<file path="src/rtl/me_search_ctrl_pkg.sv">
// Shared constants and types for the motion-estimation search sequencer
// and its comparator / SAD array neighbours.
package me_pkg;

  localparam int NUM_PE   = 16;
  localparam int BLK_PIX  = 256;
  localparam int LAST_CNT = 4111;
  localparam int VEC_W    = 8;
  localparam int DIST_W   = 8;

  typedef enum logic [1:0] {
    ST_IDLE = 2'd0,
    ST_RUN  = 2'd1,
    ST_DONE = 2'd2,
    ST_HOLD = 2'd3
  } me_state_e;

endpackage

</file>
<file path="src/rtl/me_search_ctrl_if.sv">
// Sequencer-to-datapath bundle; optional i_abort when ME_SEARCH_CTRL_ABORT_EN
// is defined.
interface me_search_ctrl_if;
  import me_pkg::*;

  logic             i_start;
`ifdef ME_SEARCH_CTRL_ABORT_EN
  logic             i_abort;
`endif
  logic             o_busy;
  logic             o_done;
  logic             o_CompStart;
  logic [15:0]      o_PEready;
  logic [15:0]      o_NewDist;
  logic [15:0]      o_S1S2mux;
  logic [7:0]       o_AddressR;
  logic [8:0]       o_AddressS;
  logic [VEC_W-1:0] o_vectorX;
  logic [VEC_W-1:0] o_vectorY;

  modport master (
    input  i_start,
`ifdef ME_SEARCH_CTRL_ABORT_EN
    input  i_abort,
`endif
    output o_busy, o_done, o_CompStart,
    output o_PEready, o_NewDist, o_S1S2mux,
    output o_AddressR, o_AddressS,
    output o_vectorX, o_vectorY
  );

  modport slave (
    output i_start,
`ifdef ME_SEARCH_CTRL_ABORT_EN
    output i_abort,
`endif
    input  o_busy, o_done, o_CompStart,
    input  o_PEready, o_NewDist, o_S1S2mux,
    input  o_AddressR, o_AddressS,
    input  o_vectorX, o_vectorY
  );

endinterface

</file>
<file path="src/rtl/me_search_ctrl_onehot16.sv">
// 4-to-16 one-hot decoder used for the per-PE strobes.
module me_onehot16 (
  input  logic [3:0]  sel_i,
  output logic [15:0] oh_o
);

  assign oh_o = 16'd1 << sel_i;

endmodule

</file>
<file path="src/rtl/me_search_ctrl.sv">
// Full-search sequencer: FSM, 13-bit cycle counter and output decode.
// Optional abort input enabled by ME_SEARCH_CTRL_ABORT_EN.
module me_search_ctrl
  import me_pkg::*;
(
  input logic              i_clk,
  input logic              i_rst_n,
  me_search_ctrl_if.master bus
);

  localparam logic [1:0] S_IDLE = 2'(ST_IDLE);
  localparam logic [1:0] S_RUN  = 2'(ST_RUN);
  localparam logic [1:0] S_DONE = 2'(ST_DONE);
  localparam logic [1:0] S_HOLD = 2'(ST_HOLD);

  logic [1:0]  state_q, state_d;
  logic [12:0] cnt_q, cnt_d;
  logic        abort;

`ifdef ME_SEARCH_CTRL_ABORT_EN
  assign abort = bus.i_abort;
`else
  assign abort = 1'b0;
`endif

  always_comb begin
    state_d = state_q;
    cnt_d   = cnt_q;
    unique case (state_q)
      S_IDLE, S_HOLD: begin
        if (bus.i_start) begin
          state_d = S_RUN;
          cnt_d   = '0;
        end
      end
      S_RUN: begin
        if (abort) begin
          state_d = S_IDLE;
          cnt_d   = '0;
        end else if (cnt_q == 13'(LAST_CNT)) begin
          state_d = S_DONE;
          cnt_d   = '0;
        end else begin
          cnt_d = cnt_q + 13'd1;
        end
      end
      S_DONE: begin
        state_d = abort ? S_IDLE : S_HOLD;
        cnt_d   = '0;
      end
      default: begin
        state_d = S_IDLE;
        cnt_d   = '0;
      end
    endcase
  end

  always_ff @(posedge i_clk) begin
    if (!i_rst_n) begin
      state_q <= S_IDLE;
      cnt_q   <= '0;
    end else begin
      state_q <= state_d;
      cnt_q   <= cnt_d;
    end
  end

  logic              run, lo, head;
  logic [15:0]       oh;
  logic [3:0]        r_fin;
  logic [4:0]        row;
  logic signed [5:0] vx6, vy6;
  logic [15:0]       mux;

  assign run  = (state_q == S_RUN);
  assign lo   = ~cnt_q[12];
  assign head = (cnt_q[7:4] == 4'd0);

  me_onehot16 u_oh (
    .sel_i (cnt_q[3:0]),
    .oh_o  (oh)
  );

  // Pass finishing now started one row pass (256 cycles) earlier.
  assign r_fin = 4'(cnt_q[12:8] - 5'd1);
  assign vx6   = $signed({2'b00, cnt_q[3:0]}) - 6'sd8;
  assign vy6   = $signed({2'b00, r_fin}) - 6'sd8;
  assign row   = {1'b0, cnt_q[11:8]} + {1'b0, cnt_q[7:4]};

  always_comb begin
    mux = '0;
    for (int i = 0; i < NUM_PE; i++)
      mux[i] = run & lo & (cnt_q[3:0] < 4'(i));
  end

  logic pe_act;
  assign pe_act = run & (|cnt_q[12:8]) & head;

  assign bus.o_busy      = (state_q == S_RUN) | (state_q == S_DONE);
  assign bus.o_done      = (state_q == S_DONE);
  assign bus.o_CompStart = (run & (cnt_q != '0)) | (state_q == S_DONE)
                         | (state_q == S_HOLD);
  assign bus.o_NewDist   = (run & lo & head) ? oh : '0;
  assign bus.o_PEready   = pe_act ? oh : '0;
  assign bus.o_vectorX   = pe_act ? VEC_W'(vx6) : '0;
  assign bus.o_vectorY   = pe_act ? VEC_W'(vy6) : '0;
  assign bus.o_AddressR  = (run & lo) ? cnt_q[7:0] : '0;
  assign bus.o_AddressS  = (run & lo) ? {row, cnt_q[3:0]} : '0;
  assign bus.o_S1S2mux   = mux;

endmodule

</file>
<file path="src/flat_wrapper.sv">
// flat-port wrapper written by rule: the top's interface ports become plain ports
module me_search_ctrl_flat import me_pkg::*;
  (i_clk, i_rst_n, bus_i_start, bus_o_busy, bus_o_done, bus_o_CompStart, bus_o_PEready, bus_o_NewDist, bus_o_S1S2mux, bus_o_AddressR, bus_o_AddressS, bus_o_vectorX, bus_o_vectorY);
  me_search_ctrl_if bus_i ();
  input logic i_clk;
  input logic i_rst_n;
  input wire logic [$bits(bus_i.i_start)-1:0] bus_i_start;
  output wire logic [$bits(bus_i.o_busy)-1:0] bus_o_busy;
  output wire logic [$bits(bus_i.o_done)-1:0] bus_o_done;
  output wire logic [$bits(bus_i.o_CompStart)-1:0] bus_o_CompStart;
  output wire logic [$bits(bus_i.o_PEready)-1:0] bus_o_PEready;
  output wire logic [$bits(bus_i.o_NewDist)-1:0] bus_o_NewDist;
  output wire logic [$bits(bus_i.o_S1S2mux)-1:0] bus_o_S1S2mux;
  output wire logic [$bits(bus_i.o_AddressR)-1:0] bus_o_AddressR;
  output wire logic [$bits(bus_i.o_AddressS)-1:0] bus_o_AddressS;
  output wire logic [$bits(bus_i.o_vectorX)-1:0] bus_o_vectorX;
  output wire logic [$bits(bus_i.o_vectorY)-1:0] bus_o_vectorY;
  assign bus_i.i_start = bus_i_start;
  assign bus_o_busy = bus_i.o_busy;
  assign bus_o_done = bus_i.o_done;
  assign bus_o_CompStart = bus_i.o_CompStart;
  assign bus_o_PEready = bus_i.o_PEready;
  assign bus_o_NewDist = bus_i.o_NewDist;
  assign bus_o_S1S2mux = bus_i.o_S1S2mux;
  assign bus_o_AddressR = bus_i.o_AddressR;
  assign bus_o_AddressS = bus_i.o_AddressS;
  assign bus_o_vectorX = bus_i.o_vectorX;
  assign bus_o_vectorY = bus_i.o_vectorY;
  me_search_ctrl u_core (.i_clk(i_clk), .i_rst_n(i_rst_n), .bus(bus_i));
endmodule
</file>
<file path="config.mk">
export PLATFORM = sky130hd
export DESIGN_NAME = me_search_ctrl_flat
export DESIGN_NICKNAME = d
export VERILOG_FILES = /design/src/rtl/me_search_ctrl_pkg.sv /design/src/rtl/me_search_ctrl_if.sv /design/src/rtl/me_search_ctrl_onehot16.sv /design/src/rtl/me_search_ctrl.sv /design/src/flat_wrapper.sv
export SDC_FILE = /design/constraint.sdc
export NUM_CORES = 1
export LEC_CHECK = 0
export BUFFER_PORTS_ARGS = -buffer_cell sky130_fd_sc_hd__buf_2
export CORE_UTILIZATION = 47
export CTS_BUF_LIST = sky130_fd_sc_hd__clkbuf_2 sky130_fd_sc_hd__clkbuf_4 sky130_fd_sc_hd__clkbuf_8
export DETAILED_ROUTE_END_ITERATION = 12
export PLACE_DENSITY = 0.83
export SLEW_MARGIN = 40
export SYNTH_ARGS = -nofsm -noshare
export SYNTH_HDL_FRONTEND = slang
export SYNTH_SLANG_ARGS = --single-unit
export TNS_END_PERCENT = 10
</file>
<file path="constraint.sdc">
create_clock -name i_clk -period 3 [get_ports i_clk]
set_clock_uncertainty 0.15 [all_clocks]
set_input_delay 0.15 -clock i_clk [delete_from_list [all_inputs] [get_ports i_clk]]
set_output_delay 0.15 -clock i_clk [all_outputs]
set_load 0.05 [all_outputs]
</file>
# After elaboration in Yosys (flattened, before gate mapping)
# Index checks and enable logic that the tools add are counted.
# word_totals
ff_bits	15
latch_bits	0
mem_bits_rw	0
rom_bits	0
inputBits	3
out_inout_bits	84
wordCells	73
n_memories	0
# classes
addsub	5
mul	0
div_mod_pow	0
n_lt_le_gt_ge	16
n_eq_ne	6
shifts	1
n_mux	12
n_bitwise	25
reduce_logical	6
# op_table
cell	n
$pmux 13 s3	1
$lt 4x4->1 const B	8
$mux 16	2
$mux 13	2
$mux 8	3
$and 1x1->1	21
$lt 4x3->1 const B	4
$shl 1x4->16 const A	1
$add 13x1->13 const B	1
$eq 13x13->1 const B	1
$reduce_bool 13->1	1
$sub 4x4->5 const B	2
$mux 9	1
$lt 4x1->1 const B	2
$lt 4x2->1 const B	2
$pmux 2 s3	1
$add 4x4->5	1
$reduce_or 5->1	1
$eq 2x2->1 const B	2
$logic_not 4->1	1
$mux 2	2
$ne 2x2->1 const B	2
$sub 4x1->4 const B	1
$or 1x1->1	3
other kinds (5)	5

# Logic depth before layout (Yosys ltp)
# depth
word_depth	4
mapped_depth	7
ltp_nobuf	6

# Hierarchy
# Synthesis repeated with hierarchy kept, for this count alone.
# hier_totals
cells_unflattened	238
area_unflattened_um2	1810.5
# modules_own_cells
mod	n_inst	cells_per_inst	area_each_um2	seq_area_each_um2
me_search_ctrl	1	218	1584.0	300.3
me_onehot16	1	20	226.5	0.0

# Least setup slack after synthesis
# No wires, ideal clock.
# synth_timing
kind	register to output
start	register u_core.cnt_q[4]
end	output port bus_o_PEready[3]
t_arrival_ns	2.553
required_time_ns	2.700
path_slack_ns	0.147
path_stages_with_launch	6
path_buffers	1
cell_sequence	dfxtp_1 -> buf_6 -> nor4_2 -> o211ai_2 -> nor2_1 -> and2_1
# synth_between
elab_chain_cells	3
# synth_lines
item	line_no	text
start, declared	me_search_ctrl.sv:17	logic [12:0] cnt_q, cnt_d;
start signal, assigned	me_search_ctrl.sv:64	cnt_q <= cnt_d;
$logic_not 4->1	me_search_ctrl.sv:77	assign head = (cnt_q[7:4] == 4'd0);
$and 1x1->1	me_search_ctrl.sv:97	assign pe_act = run & (|cnt_q[12:8]) & head;
$mux 16	me_search_ctrl.sv:104	assign bus.o_PEready = pe_act ? oh : '0;
end, declared	flat_wrapper.sv:11	output wire logic [$bits(bus_i.o_PEready)-1:0] bus_o_PEready;
# Every way passes these cells.

# Worst setup path in the final report
# layout_timing
start	register u_core.cnt_q[8]
end	output port bus_o_PEready[3]
# layout_between
elab_chain_cells	4
# layout_lines
item	line_no
$reduce_or 5->1	me_search_ctrl.sv:97
$and 1x1->1 (2 in a row)	me_search_ctrl.sv:97
$mux 16	me_search_ctrl.sv:104
# Every way passes these cells.

==> metrics.log <==
[metrics] capture point of the worst reg-to-reg path: u_core.cnt_q[3]
[metrics] Remaining DRCs: 0
[metrics] fmax: 0.373 GHz
[metrics] Placed Instances: 344
[metrics] number of clock buffers inserted by TritonCTS: 3
[metrics] adder and majority cell fraction of the synthesized area: 14.3%
[metrics] shortest period the worst path allows: 2680 ps
[metrics] proportion of register bits with asynchronous set or reset after synthesis: 0%
[metrics] data arrival time of the critical path: 2380 ps
[metrics] final clock period utilization by the worst path: 89.2%
[metrics] total count of max-transition violations in the final report: 0
[metrics] share of the synthesized area in the top cell type: 18.4%
[metrics] critical path start-end classification: reg -> out
[metrics] global placer's final weighted congestion: 0.850
[metrics] global-route wire length before repair: 6.51 mm
[metrics] Avg Vias per Cell: 5.08
[metrics] CP Launch Type: register
[metrics] post-DP HPWL: 3.33 mm
[metrics] Netlist cell types: 39
[metrics] most frequently used cell type in the post-synthesis netlist: sky130_fd_sc_hd__nor2_1
[metrics] mux contribution to synthesized area: 0%
[metrics] largest area contributor in the netlist: sky130_fd_sc_hd__dfxtp_1
[metrics] gate family responsible for the most delay along the worst path: simple AND/OR/NAND/NOR gates
[metrics] library cell used as clock root buffer: sky130_fd_sc_hd__clkbuf_4
[metrics] synthesized-area fraction occupied by ao, oa, aoi and oai cells: 13.0%
[metrics] kind of capture point of the worst setup path: primary output
[metrics] placed instance area: 1980 µm²
[metrics] number of fill cells in the layout: 320
[metrics] Vias: 1,773
[metrics] synthesized instance count: 235
[metrics] buffer depth of the longest clock path: 2
[metrics] MaxCap Viol Count: 0
[metrics] Port Buffer Count: 85
[metrics] count of yosys warnings during synthesis: 0
[metrics] outcome: finished clean
[metrics] Die Outline Area: 3700 µm²
[metrics] CP max-delay cell: sky130_fd_sc_hd__or3b_2
[metrics] net count after synthesis: 256
[metrics] fraction of final layout cells with drive strength greater than 1: 32.3%
[metrics] total iterations of the first detailed-routing run: 4
[metrics] Hold Fails Final Rpt: 0
[metrics] cells along the critical path: inv_1 > ha_1 > or3b_2 > o211ai_4 > nor2_1 > and2_1 > buf_2
[metrics] critical register-to-register path startpoint: u_core.cnt_q[8]
[metrics] Worst Reg-to-Reg Cells: 6
[metrics] Nets: 325
[metrics] maximum ir drop on the vdd rail: 797 µV
[metrics] simple-gate area share of the yosys netlist: 35.0%
[metrics] maximum level of the CTS H-tree: 1
[metrics] syn_area_per_cell: 6.93 µm²
[metrics] dominant combinational cell family by area after synthesis: simple AND/OR/NAND/NOR gates
[metrics] Hold Path Sink: u_core.state_q[1]
[metrics] most used flip-flop cell after synthesis: sky130_fd_sc_hd__dfxtp_1
[metrics] Data required, critical path: 2700 ps
[metrics] antenna diode count: 0
[metrics] RSZ-0062 raised after global routing: no
[metrics] fin cells: 349
[metrics] Register-to-Register Setup Slack: 590 ps
[metrics] clock latency reported for the late side of the worst-skew pair: 280 ps
[metrics] routed length per instance: 12.2 µm
[metrics] normalized max-slew margin: 66.3%
[metrics] number of global-route vias before repair: 1,459
[metrics] largest net degree at the start of global routing: 23
[metrics] starting density of the core: 48.8%
[metrics] Routed Antenna Nets: 0
[metrics] slew at the pin closest to its max-slew limit: 504 ps
[metrics] top cells by area in the synthesized netlist: sky130_fd_sc_hd__dfxtp_1 (18%), sky130_fd_sc_hd__ha_1 (13%), sky130_fd_sc_hd__nor2_1 (13%), sky130_fd_sc_hd__buf_4 (6.5%), sky130_fd_sc_hd__nand2_1 (4.2%)
[metrics] core box area: 3340 µm²
[metrics] top post-synthesis cells by count: sky130_fd_sc_hd__nor2_1 (55), sky130_fd_sc_hd__nand2_1 (18), sky130_fd_sc_hd__ha_1 (17)
[metrics] Setup Viol. Count Final: 0
[metrics] residual overflow from global routing: 0
[metrics] netlist area before placement: 1630 µm²
[metrics] Routed WL: 4.26 mm
[metrics] final standard cell utilization of the core: 61.0%
[metrics] die width: 60.9 µm
[metrics] initial antenna violation count: 0
[metrics] HP Class: in -> reg
[metrics] height of the chip: 60.9 µm
[metrics] worst hold start: bus_i_start
[metrics] CTS tree: built
[metrics] clock-pin slew on the worst setup and hold paths: 90 ps
[metrics] number of sinks driven by the clock tree: 15
[metrics] overall track demand over capacity in global routing: 22.9%
[metrics] share of the synthesized netlist area taken by xor and xnor gates: 5.92%
[metrics] Yosys reg bits: 15
[metrics] sequential-to-total area share from yosys stat: 18.4%
[metrics] depth of the worst hold-timing path: 3
[metrics] setup tns final: 0 ps
[metrics] I/O pin count: 87
[metrics] final non-filler cell area: 2030 µm²
[metrics] Final Power: 1.37 mW
[metrics] starting DRC count in detailed routing: 77
[metrics] # rows: 21
[metrics] buffer and inverter count on the worst path: 2
[metrics] areal power density over the cells: 674 nW/µm²
[metrics] number of synthesized flops with an enable pin: 0
[metrics] leakage component of the power: 1.12 nW
[metrics] largest stage delay on the critical path: 530 ps
[metrics] largest fanout on the critical path: 10
[metrics] layout overhead on the synthesized area: 25.0%
flip-flops by register name, indices dropped and copies added, names as in the netlist:
signal,cells
u_core.cnt_q,13
u_core.state_q,2
area by class of cell:
class | count | area [µm²] | share of cell area (%)
clock buffers | 4 | 30.0 | 1.48
inverters | 15 | 56.3 | 2.77
multi-input cells | 180 | 1130 | 55.7
flip-flops and latches | 15 | 300 | 14.8
well taps | 46 | 57.6 | 2.83
repair buffers | 89 | 458 | 22.5
kinds of logic after synthesis:
family / count (synthesis)
buffers and inverters: 40
adder cells (fa/ha/maj): 18
flip-flops: 15
AO/OA/AOI/OAI: 30
AND/OR/NAND/NOR: 120
XOR/XNOR: 11
other: 1
metal layers:
| metal | wire, µm | up-vias | global-route usage (%) |
|---|---|---|---|
| li1 | - | 906 | - |
| met1 | 1930 | 809 | 29.8 |
| met2 | 2120 | 53 | 40.3 |
| met3 | 175 | 5 | 1.49 |
| met4 | 37 | 0 | 7.47 |
| met5 | 0 | - | 0 |
cells in the final DEF, fill, tap and decap left out, types with 2 or more instances in the layout:
master / n
sky130_fd_sc_hd__a211oi_1: 2
sky130_fd_sc_hd__a21o_1: 2
sky130_fd_sc_hd__a21oi_1: 11
sky130_fd_sc_hd__a31oi_1: 2
sky130_fd_sc_hd__and2_1: 7
sky130_fd_sc_hd__and3_1: 4
sky130_fd_sc_hd__buf_2: 85
sky130_fd_sc_hd__buf_4: 3
sky130_fd_sc_hd__clkbuf_4: 4
sky130_fd_sc_hd__dfxtp_1: 15
sky130_fd_sc_hd__ha_1: 17
sky130_fd_sc_hd__inv_1: 15
sky130_fd_sc_hd__nand2_1: 18
sky130_fd_sc_hd__nand2b_1: 4
sky130_fd_sc_hd__nand3_1: 5
sky130_fd_sc_hd__nand4_1: 7
sky130_fd_sc_hd__nor2_1: 55
sky130_fd_sc_hd__nor2b_1: 4
sky130_fd_sc_hd__nor3_1: 6
sky130_fd_sc_hd__nor4_1: 2
sky130_fd_sc_hd__o21a_1: 2
sky130_fd_sc_hd__o21ai_0: 4
sky130_fd_sc_hd__or3_1: 4
sky130_fd_sc_hd__xnor2_1: 6
sky130_fd_sc_hd__xor2_1: 5
metrics by stage:
| stage | hold slack, ps | setup slack, ps |
|---|---|---|
| 3_3_place_gp | 281 | 627 |
| 6_report | 107 | 323 |
| 5_1_grt | 105 | 41.3 |
| 2_1_floorplan | 135 | 147 |
| 4_1_cts | 105 | 233 |
| 3_5_place_dp | 289 | 552 |
report_power, final:
group          switching, mW  total (mW)  internal [mW]
Combinational          0.799        1.01          0.209
Sequential            0.0213       0.238          0.217
Clock                 0.0639       0.125         0.0607
worst max-delay path by stage:
stage,start,to,cells after the start
after floorplan,u_core.cnt_q[4],bus_o_PEready[3],5
final,u_core.cnt_q[8],bus_o_PEready[3],7
after CTS,u_core.cnt_q[9],bus_o_PEready[3],7
after detailed placement,u_core.cnt_q[9],bus_o_PEready[3],7
after global routing,u_core.state_q[1],bus_o_NewDist[3],7
after global placement,u_core.cnt_q[9],bus_o_PEready[3],7
what timing repair did:
| item | CTS | global route |
|---|---|---|
| hold buffers | 1 | 0 |
| endpoints found under the hold margin | 2 | 0 |
| endpoints found under the setup margin | 0 | 2 |
| buffers inserted | 0 | 0 |
| gates resized for setup | 0 | 2 |
worst min-delay path: cells and delay by family:
family	cells	cell delay, ps
compound gates	2	260
buf+inv	1	90
Power figures use the tool's default switching activity.
